===== config.mk =====
export PLATFORM = sky130hd
export DESIGN_NAME = ex_muldiv
export DESIGN_NICKNAME = d
export VERILOG_FILES = /design/src/rtl/ex_muldiv.sv
export SDC_FILE = /design/constraint.sdc
export NUM_CORES = 1
export LEC_CHECK = 0
export ABC_AREA = 0
export CAP_MARGIN = 20
export CORE_ASPECT_RATIO = 1.25
export CORE_MARGIN = 8
export CORE_UTILIZATION = 53
export CTS_CLUSTER_DIAMETER = 40
export DETAILED_ROUTE_END_ITERATION = 8
export HOLD_SLACK_MARGIN = 0.12
export PLACE_DENSITY = 0.78
export SYNTH_ARGS = -nofsm -noshare
export SYNTH_HDL_FRONTEND = slang
export SYNTH_SLANG_ARGS = --single-unit

===== constraint.sdc =====
create_clock -name clk -period 3.6 [get_ports clk]
set_clock_uncertainty 0.15 [all_clocks]
set_input_delay 0.72 -clock clk [delete_from_list [all_inputs] [get_ports clk]]
set_output_delay 0.72 -clock clk [all_outputs]
set_load 0.01 [all_outputs]

===== src/rtl/ex_muldiv.sv =====
`default_nettype none
// ============================================================================
// Module      : ex_muldiv
// Description : Iterative 32x32 multiply / 32/32 divide unit for the EX stage.
//               Executes MULT/MULTU (shift-add) and DIV/DIVU (restoring) on
//               operand magnitudes over 32 cycles. A final cycle applies the
//               sign correction and writes the unit's own HI/LO registers.
//               MTHI/MTLO write HI/LO directly while the unit is idle.
// Revision    : 1.0 - initial release
// ============================================================================
module ex_muldiv (
    input  logic        clk,
    input  logic        rst_n,
    input  logic        Start,
    input  logic [1:0]  Op,
    input  logic [31:0] SrcA,
    input  logic [31:0] SrcB,
    input  logic        Flush,
    input  logic        WriteHi,
    input  logic        WriteLo,
    input  logic [31:0] WriteData,
    output logic        Busy,
    output logic        Done,
    output logic [31:0] HI,
    output logic [31:0] LO
);

    typedef enum logic [1:0] {
        S_IDLE = 2'd0,
        S_CALC = 2'd1,
        S_FIX  = 2'd2
    } state_t;

    localparam logic [4:0] c_LAST_ITER = 5'd31;

    state_t      r_state;
    logic        r_is_div;     // latched Op[1]
    logic        r_neg_res;    // product / quotient must be negated
    logic        r_neg_rem;    // remainder must be negated (follows dividend sign)
    logic        r_div_zero;   // divisor was zero
    logic [4:0]  r_cnt;        // iteration counter 0..31
    logic [31:0] r_m;          // multiplicand magnitude (mul) or divisor magnitude (div)
    logic [31:0] r_srca;       // original dividend, returned in HI on divide by zero
    logic [63:0] r_acc;        // mul: {partial product, multiplier}; div: [31:0] dividend -> quotient
    logic [31:0] r_rem;        // div: partial remainder
    logic [31:0] r_hi;
    logic [31:0] r_lo;
    logic        r_busy;
    logic        r_done;

    // Operand magnitudes: only the signed ops (Op[0]=1) take absolute values.
    logic        w_signed;
    logic        w_a_neg;
    logic        w_b_neg;
    logic [31:0] w_abs_a;
    logic [31:0] w_abs_b;

    assign w_signed = Op[0];
    assign w_a_neg  = w_signed & SrcA[31];
    assign w_b_neg  = w_signed & SrcB[31];
    assign w_abs_a  = w_a_neg ? (~SrcA + 32'd1) : SrcA;
    assign w_abs_b  = w_b_neg ? (~SrcB + 32'd1) : SrcB;

    // Multiply step: add multiplicand into the upper half when the multiplier
    // LSB is set; the 33-bit sum keeps the carry that shifts into bit 63.
    logic [32:0] w_msum;
    assign w_msum = {1'b0, r_acc[63:32]} + (r_acc[0] ? {1'b0, r_m} : 33'd0);

    // Divide step: 33-bit partial remainder after shifting in the next dividend
    // bit. The trial difference fits in 32 bits whenever it is kept, since the
    // new remainder is always smaller than the divisor.
    logic [32:0] w_dshift;
    logic        w_ge;
    logic [31:0] w_ddiff;
    assign w_dshift = {r_rem, r_acc[31]};
    assign w_ge     = (w_dshift >= {1'b0, r_m});
    assign w_ddiff  = w_dshift[31:0] - r_m;

    // Sign-corrected results presented in FIX.
    logic [63:0] w_prod;
    logic [31:0] w_quo;
    logic [31:0] w_remf;
    assign w_prod = r_neg_res ? (~r_acc + 64'd1) : r_acc;
    assign w_quo  = r_neg_res ? (~r_acc[31:0] + 32'd1) : r_acc[31:0];
    assign w_remf = r_neg_rem ? (~r_rem + 32'd1) : r_rem;

    // Control FSM and datapath: launch in IDLE, iterate in CALC, correct/write in FIX.
    always_ff @(posedge clk or negedge rst_n) begin
        if (!rst_n) begin
            r_state    <= S_IDLE;
            r_is_div   <= 1'b0;
            r_neg_res  <= 1'b0;
            r_neg_rem  <= 1'b0;
            r_div_zero <= 1'b0;
            r_cnt      <= 5'd0;
            r_m        <= 32'd0;
            r_srca     <= 32'd0;
            r_acc      <= 64'd0;
            r_rem      <= 32'd0;
            r_hi       <= 32'd0;
            r_lo       <= 32'd0;
            r_busy     <= 1'b0;
            r_done     <= 1'b0;
        end else begin
            r_done <= 1'b0;
            case (r_state)
                S_IDLE: begin
                    if (Flush) begin
                        // squash: nothing launched, no HI/LO writes this cycle
                    end else if (Start) begin
                        r_is_div   <= Op[1];
                        r_neg_res  <= w_a_neg ^ w_b_neg;
                        r_neg_rem  <= w_a_neg;
                        r_div_zero <= (SrcB == 32'd0);
                        r_srca     <= SrcA;
                        r_cnt      <= 5'd0;
                        r_rem      <= 32'd0;
                        r_m        <= Op[1] ? w_abs_b : w_abs_a;
                        r_acc      <= {32'd0, (Op[1] ? w_abs_a : w_abs_b)};
                        r_busy     <= 1'b1;
                        r_state    <= S_CALC;
                    end else begin
                        if (WriteHi) r_hi <= WriteData;
                        if (WriteLo) r_lo <= WriteData;
                    end
                end
                S_CALC: begin
                    if (Flush) begin
                        r_busy  <= 1'b0;
                        r_state <= S_IDLE;
                    end else begin
                        if (r_is_div) begin
                            r_rem        <= w_ge ? w_ddiff : w_dshift[31:0];
                            r_acc[31:0]  <= {r_acc[30:0], w_ge};
                        end else begin
                            r_acc <= {w_msum, r_acc[31:1]};
                        end
                        r_cnt <= r_cnt + 5'd1;
                        if (r_cnt == c_LAST_ITER) r_state <= S_FIX;
                    end
                end
                S_FIX: begin
                    if (!Flush) begin
                        if (!r_is_div) begin
                            r_hi <= w_prod[63:32];
                            r_lo <= w_prod[31:0];
                        end else if (r_div_zero) begin
                            r_hi <= r_srca;
                            r_lo <= 32'hFFFF_FFFF;
                        end else begin
                            r_hi <= w_remf;
                            r_lo <= w_quo;
                        end
                        r_done <= 1'b1;
                    end
                    r_busy  <= 1'b0;
                    r_state <= S_IDLE;
                end
                default: begin
                    r_busy  <= 1'b0;
                    r_state <= S_IDLE;
                end
            endcase
        end
    end

    assign Busy = r_busy;
    assign Done = r_done;
    assign HI   = r_hi;
    assign LO   = r_lo;

endmodule
`default_nettype wire


* After elaboration in Yosys (flattened, before gate mapping)
Cells that the tools add are included.
Word-level totals: flip-flop bits (word level) 237
Operators by class: add/subtract/negate cells 8, order comparisons 1, eq/ne operators 14, muxes and demuxes 49, bitwise logic cells 9, reductions and logical operators 12
Operators by type and width (count):
- 32-bit two-way mux | 26
- 64-bit two-way mux | 4
- 32-bit case mux with 2 select lines | 3
- 32-bit by 1-bit adder with 32-bit output (second input constant) | 4
- 32-bit inverter | 4
- 64-bit case mux with 2 select lines | 1
- 64-bit by 1-bit adder with 64-bit output (second input constant) | 1
- 64-bit inverter | 1
- 32-bit by 32-bit adder with 33-bit output | 1
- 33-bit by 32-bit >= comparator with 1-bit output | 1
- 32-bit logical NOT | 1
- 32-bit subtractor | 1
- 2-bit inequality test (second input constant) | 10
- 5-bit AND reduction | 4
- 5-bit two-way mux | 3
- 5-bit case mux with 2 select lines | 1
- 3-bit AND reduction | 3
- 2-bit two-way mux | 4
- 5-bit by 1-bit adder with 5-bit output (second input constant) | 1
- 5-bit == test (second input constant) | 1
- 1-bit two-way mux | 5
- 2-bit case mux with 2 select lines | 1
- 4-bit AND reduction | 1
- 2-bit nonzero test | 2
- 8 further kinds | 9

* Longest topological paths before layout
depth after elaboration 7, mapped depth 14, gate-level depth less buffers 13

* Worst setup path before layout
Ideal clock, no wire load.
kind register -> register, from register r_rem[5], to register r_rem[19], library setup time 133 ps, arrival 3063 ps, slack 254 ps, stages on the path, launching flop included 12, buffers on the path 1, period minus slack after synthesis 3346 ps, cells stage by stage dfrtp_1 -> ha_1 -> a211o_1 -> a2111oi_0 -> nor3_1 -> a32o_1 -> o21ai_1 -> o21ai_0 -> a41oi_2 -> nand2b_1 -> clkbuf_1 -> o21ai_0
Between the ends: cells in the longest elaborated chain, start to end 5, elaborated cells on any way between the ends 6
Ends and longest elaborated chain:
- from (decl) | RTL line 45 | logic [31:0] r_rem;
- from (signal assigned) | RTL line 133 | r_rem <= w_ge ? w_ddiff : w_dshift[31:0];
- 32-bit subtractor or 33-bit by 32-bit >= comparator with 1-bit output (tied branches) | RTL line 77, 76
- 32-bit two-way mux (*) | RTL line 133
- 32-bit two-way mux (*) | RTL line 132 | if (r_is_div) begin
- 32-bit two-way mux (*) | RTL line 128 | if (Flush) begin
- 32-bit case mux with 2 select lines (*) | RTL line 106 | case (r_state)
Mark *: on every way between the ends. The rest lies on a longest branch, timed or not. The select of a mux whose other input is x is not followed. A chain may end at the register's enable or synchronous reset.

* Worst setup path in the final report
from register r_m[7], to register r_acc[0]
Between the ends: cells in the longest elaborated chain, start to end 4
Ends and longest elaborated chain:
- from (decl) | RTL line 42 | logic [31:0] r_m;
- from (signal assigned) | RTL line 118 | r_m <= Op[1] ? w_abs_b : w_abs_a;
- 33-bit by 32-bit >= comparator with 1-bit output | RTL line 76 | assign w_ge = (w_dshift >= {1'b0, r_m});
- 32-bit two-way mux | RTL line 132
- 64-bit two-way mux | RTL line 128
- 64-bit case mux with 2 select lines | RTL line 106
- to (signal assigned) | RTL line 119 | r_acc <= {32'd0, (Op[1] ? w_abs_a : w_abs_b)};
- to (signal assigned) | RTL line 134 | r_acc[31:0] <= {r_acc[30:0], w_ge};
- to (signal assigned) | RTL line 136 | r_acc <= {w_msum, r_acc[31:1]};
- to (decl) | RTL line 44 | logic [63:0] r_acc;
No other way between the ends. The select of a mux whose other input is x is not followed.

==> flow_summary.toml <==
[run]
cap_violations = 0

[synth]
synth.most_common_cell = "nand2_1"
ys_ff_latch = 237
synthTopCellsByArea = "dfrtp_1 34%, o21ai_0 8.0%, nand2_1 7.3%"
syn_avg_cell_area_um2 = 8.062
synth_top_cell_area_share_pct = 33.56
syn_inst = 2192
synth_common_cells = "342 x nand2_1, 281 x o21ai_0, 237 x dfrtp_1"
seq_area_frac_synth_pct = 33.56
synth_ff_type = "dfrtp_1"
syn_nets = 2368
synth_top_cell_by_area = "dfrtp_1"
ys_warn_count = 0
synthArstFlopShare_pct = 100.0
yosys.cell_types.count = 70
synth_edf_count = 0
netlist_area_mm2 = 0.01767

[sta]
finalHoldViolations = 0
drv_slew = 0
worstMarginPinSlew_ns = 1.096
setup_viol_count_final = 0
fin_tns_setup_ns = 0
fin_crit_sh_pct = 96.97
fmax_mhz = 286.4
relSlewSlack_pct = 26.94
min_period_ns = 3.491
layout_setup_ws_ns = 0.1089

[global_route]
grtUsageMet3_pct = 6.277
grt_usage_pct = 33.33
grtUsageMet2_pct = 52.80
grt_max_degree = 84
grt_overflow = 0
grt_pass1_wl_um = 101100
gr-max-usage-layer = "met2"
antenna_found_initial = 2
grt_pass1_vias = 17900
met1_usage_pct = 41.58

[power_and_ir_drop]
finalPower_mw = 11.13
p_leak_nw = 10.08
p_switching_mw = 4.188
internal_power_mw = 6.943
seqPwrFrac_pct = 32.3
pwr_density_cell_mw_per_mm2 = 496.7
clockPowerShare_pct = 34.7
power_frac_comb_pct = 33.1
p_sw_share_pct = 37.62
ir_drop_mv = 0.4031

[placed_design]
io_buffers = 169
dp_hpwl_um = 51320
placed_cells = 2842
place.gp.congestion = 1.016
dp_slack_ns = -0.3039

[worst_setup_path]
r2r_slack_ns = 0.11
arrival_ns = 3.78
r2r_start = "r_m[7]"
start_kind = "register"
path_class = "reg -> reg"
path_max_fanout = 3
reg2regPathDepth = 13
cp.required_ns = 3.89
r2r-end = "r_acc[0]"
end_kind = "register"

[die]
core_area_mm2 = 0.03278
num_rows = 74
die_area_mm2 = 0.03948
io-pin-count = 170
initial_core_util_pct = 53.92
die-width_um = 179.3
die_h_um = 220.2

[min_path]
worstHoldEndpoint = "r_srca[11]"
worstHoldStart = "r_srca[11]"
hp-class = "reg -> reg"
holdPathStages = 2

[route]
drtAntennaViolNets = 0
vias = 18480
avgRoutedWirePerCell_um = 22.70
first_pass_iters = 6
drc = 0
drtIter0Drc = 1915
vias_per_cell = 6.334
drt-total-wl_um = 66250

[clock_network]
cts.sinks = 237
cts_tree = "yes"
path_clk_slew_ns = 0.06
cts_root_buf = "clkbuf_16"
cts_htree_levels = 2
clk_latency_ns = 0.56
cts_made_buffers = 40
clockBufferDepth = 3

[finish]
nNetsFinal = 2644
area_delta_synth_final_pct = 26.81
antenna_cells = 0
finalNonFillerCells = 2918
drive_above_1_share_pct = 12.80
fin_util_pct = 68.37
fillers = 2695

[status]
status = "finished clean"
==> worst max-delay path, stage by stage (launching register included) <==
cell and delay [ns]:
dfrtp_2 0.45, inv_1 0.15, ha_1 0.29, o21a_1 0.25, a2111oi_4 0.35, nor3_1 0.11, a32o_1 0.30, o21ai_2 0.16
o21ai_1 0.14, a41oi_4 0.30, buf_4 0.17, buf_4 0.16, a21oi_1 0.07, a221o_1 0.32
==> power groups by stage <==
stage               Clock, mW  Combinational [mW]  Sequential [mW]
floorplan                   0                2.03             3.48
global route             3.99                3.98             3.63
detailed placement          0                3.58             3.61
CTS                      3.87                3.60             3.57
finish                   3.86                3.68             3.59
global placement            0                3.50             3.59
==> cell type report <==
class | instances | area, um2 | share of cell area (%)
multi-input combinational | 1765 | 11110 | 49.58
timing repair buffer | 369 | 3287 | 14.67
clock buffer | 44 | 1036 | 4.623
tap | 418 | 523.0 | 2.334
clock inverter | 30 | 312.8 | 1.396
sequential | 237 | 5934 | 26.48
inverter | 55 | 206.4 | 0.9212
==> cells by family after synthesis <==
group | count (synthesis) | share of synthesized area [%]
AOI/OAI and AO/OA | 693 | 24.14
xor gates and xnor gates | 205 | 10.16
adders and majority gates | 72 | 5.183
buffers and inverters | 190 | 4.163
DFF | 237 | 33.56
muxes | 67 | 3.845
and+or+nand+nor | 728 | 18.95
==> metal layers <==
| metal | vias up | wire (um) |
|---|---|---|
| li1 | 8442 | - |
| met4 | 4 | 4693 |
| met1 | 8820 | 25670 |
| met5 | - | 22 |
| met2 | 986 | 29940 |
| met3 | 232 | 5927 |
==> flip-flops by register name (all words and copies together), names as in the netlist, 2 cells and up <==
| signal | flops |
|---|---|
| r_state | 2 |
| LO | 32 |
| r_srca | 32 |
| r_m | 32 |
| r_acc | 64 |
| HI | 32 |
| r_rem | 32 |
| r_cnt | 5 |
==> placed cells by master (no fill, tap or decap), types with 29 or more instances in the layout <==
master | netlist | layout
o22ai_1 | 33 | 33
nor3_1 | 34 | 34
dfrtp_1 | 237 | 234
nand3_1 | 31 | 31
inv_1 | 54 | 53
nor2_1 | 151 | 150
nand2_1 | 342 | 341
a21o_1 | 35 | 35
a21oi_1 | 132 | 129
clkbuf_16 | 0 | 40
xor2_1 | 105 | 105
xnor2_1 | 100 | 100
ha_1 | 70 | 70
o21ai_0 | 281 | 277
buf_4 | 2 | 191
o31ai_1 | 43 | 41
mux2i_1 | 60 | 60
clkdlybuf4s50_1 | 0 | 167
or3_1 | 29 | 29
==> stage by stage <==
stage / instance area, um2 / hold slack, ns
2_1_floorplan: 17670 / 0.2744
3_3_place_gp: 20980 / 0.3074
3_5_place_dp: 20980 / 0.3183
4_1_cts: 22340 / 0.3320
5_1_grt: 22410 / 0.3515
6_report: 22410 / 0.3326
==> worst max path at each step <==
stage / from / end / slack (ns) / cells past startpoint
after floorplan: r_rem[5] / r_rem[19] / 0.25 / 11
after global placement: SrcB[9] / r_acc[29] / -0.22 / 9
after detailed placement: SrcB[9] / r_acc[29] / -0.30 / 9
after CTS: r_m[7] / r_rem[0] / 0.02 / 12
after global routing: r_acc[0] / r_acc[59] / -0.03 / 14
final: r_m[7] / r_acc[0] / 0.11 / 13
==> what timing repair did <==
| item | CTS | global route |
|---|---|---|
| gates resized for setup | 0 | 18 |
| pin swaps | 1 | 1 |
| endpoints found under the setup margin | 1 | 45 |
| buffers inserted | 0 | 1 |
| hold buffers | 1 | 0 |
| endpoints found under the hold margin | 79 | 0 |
Note: power is estimated with default switching activity, not from simulation.
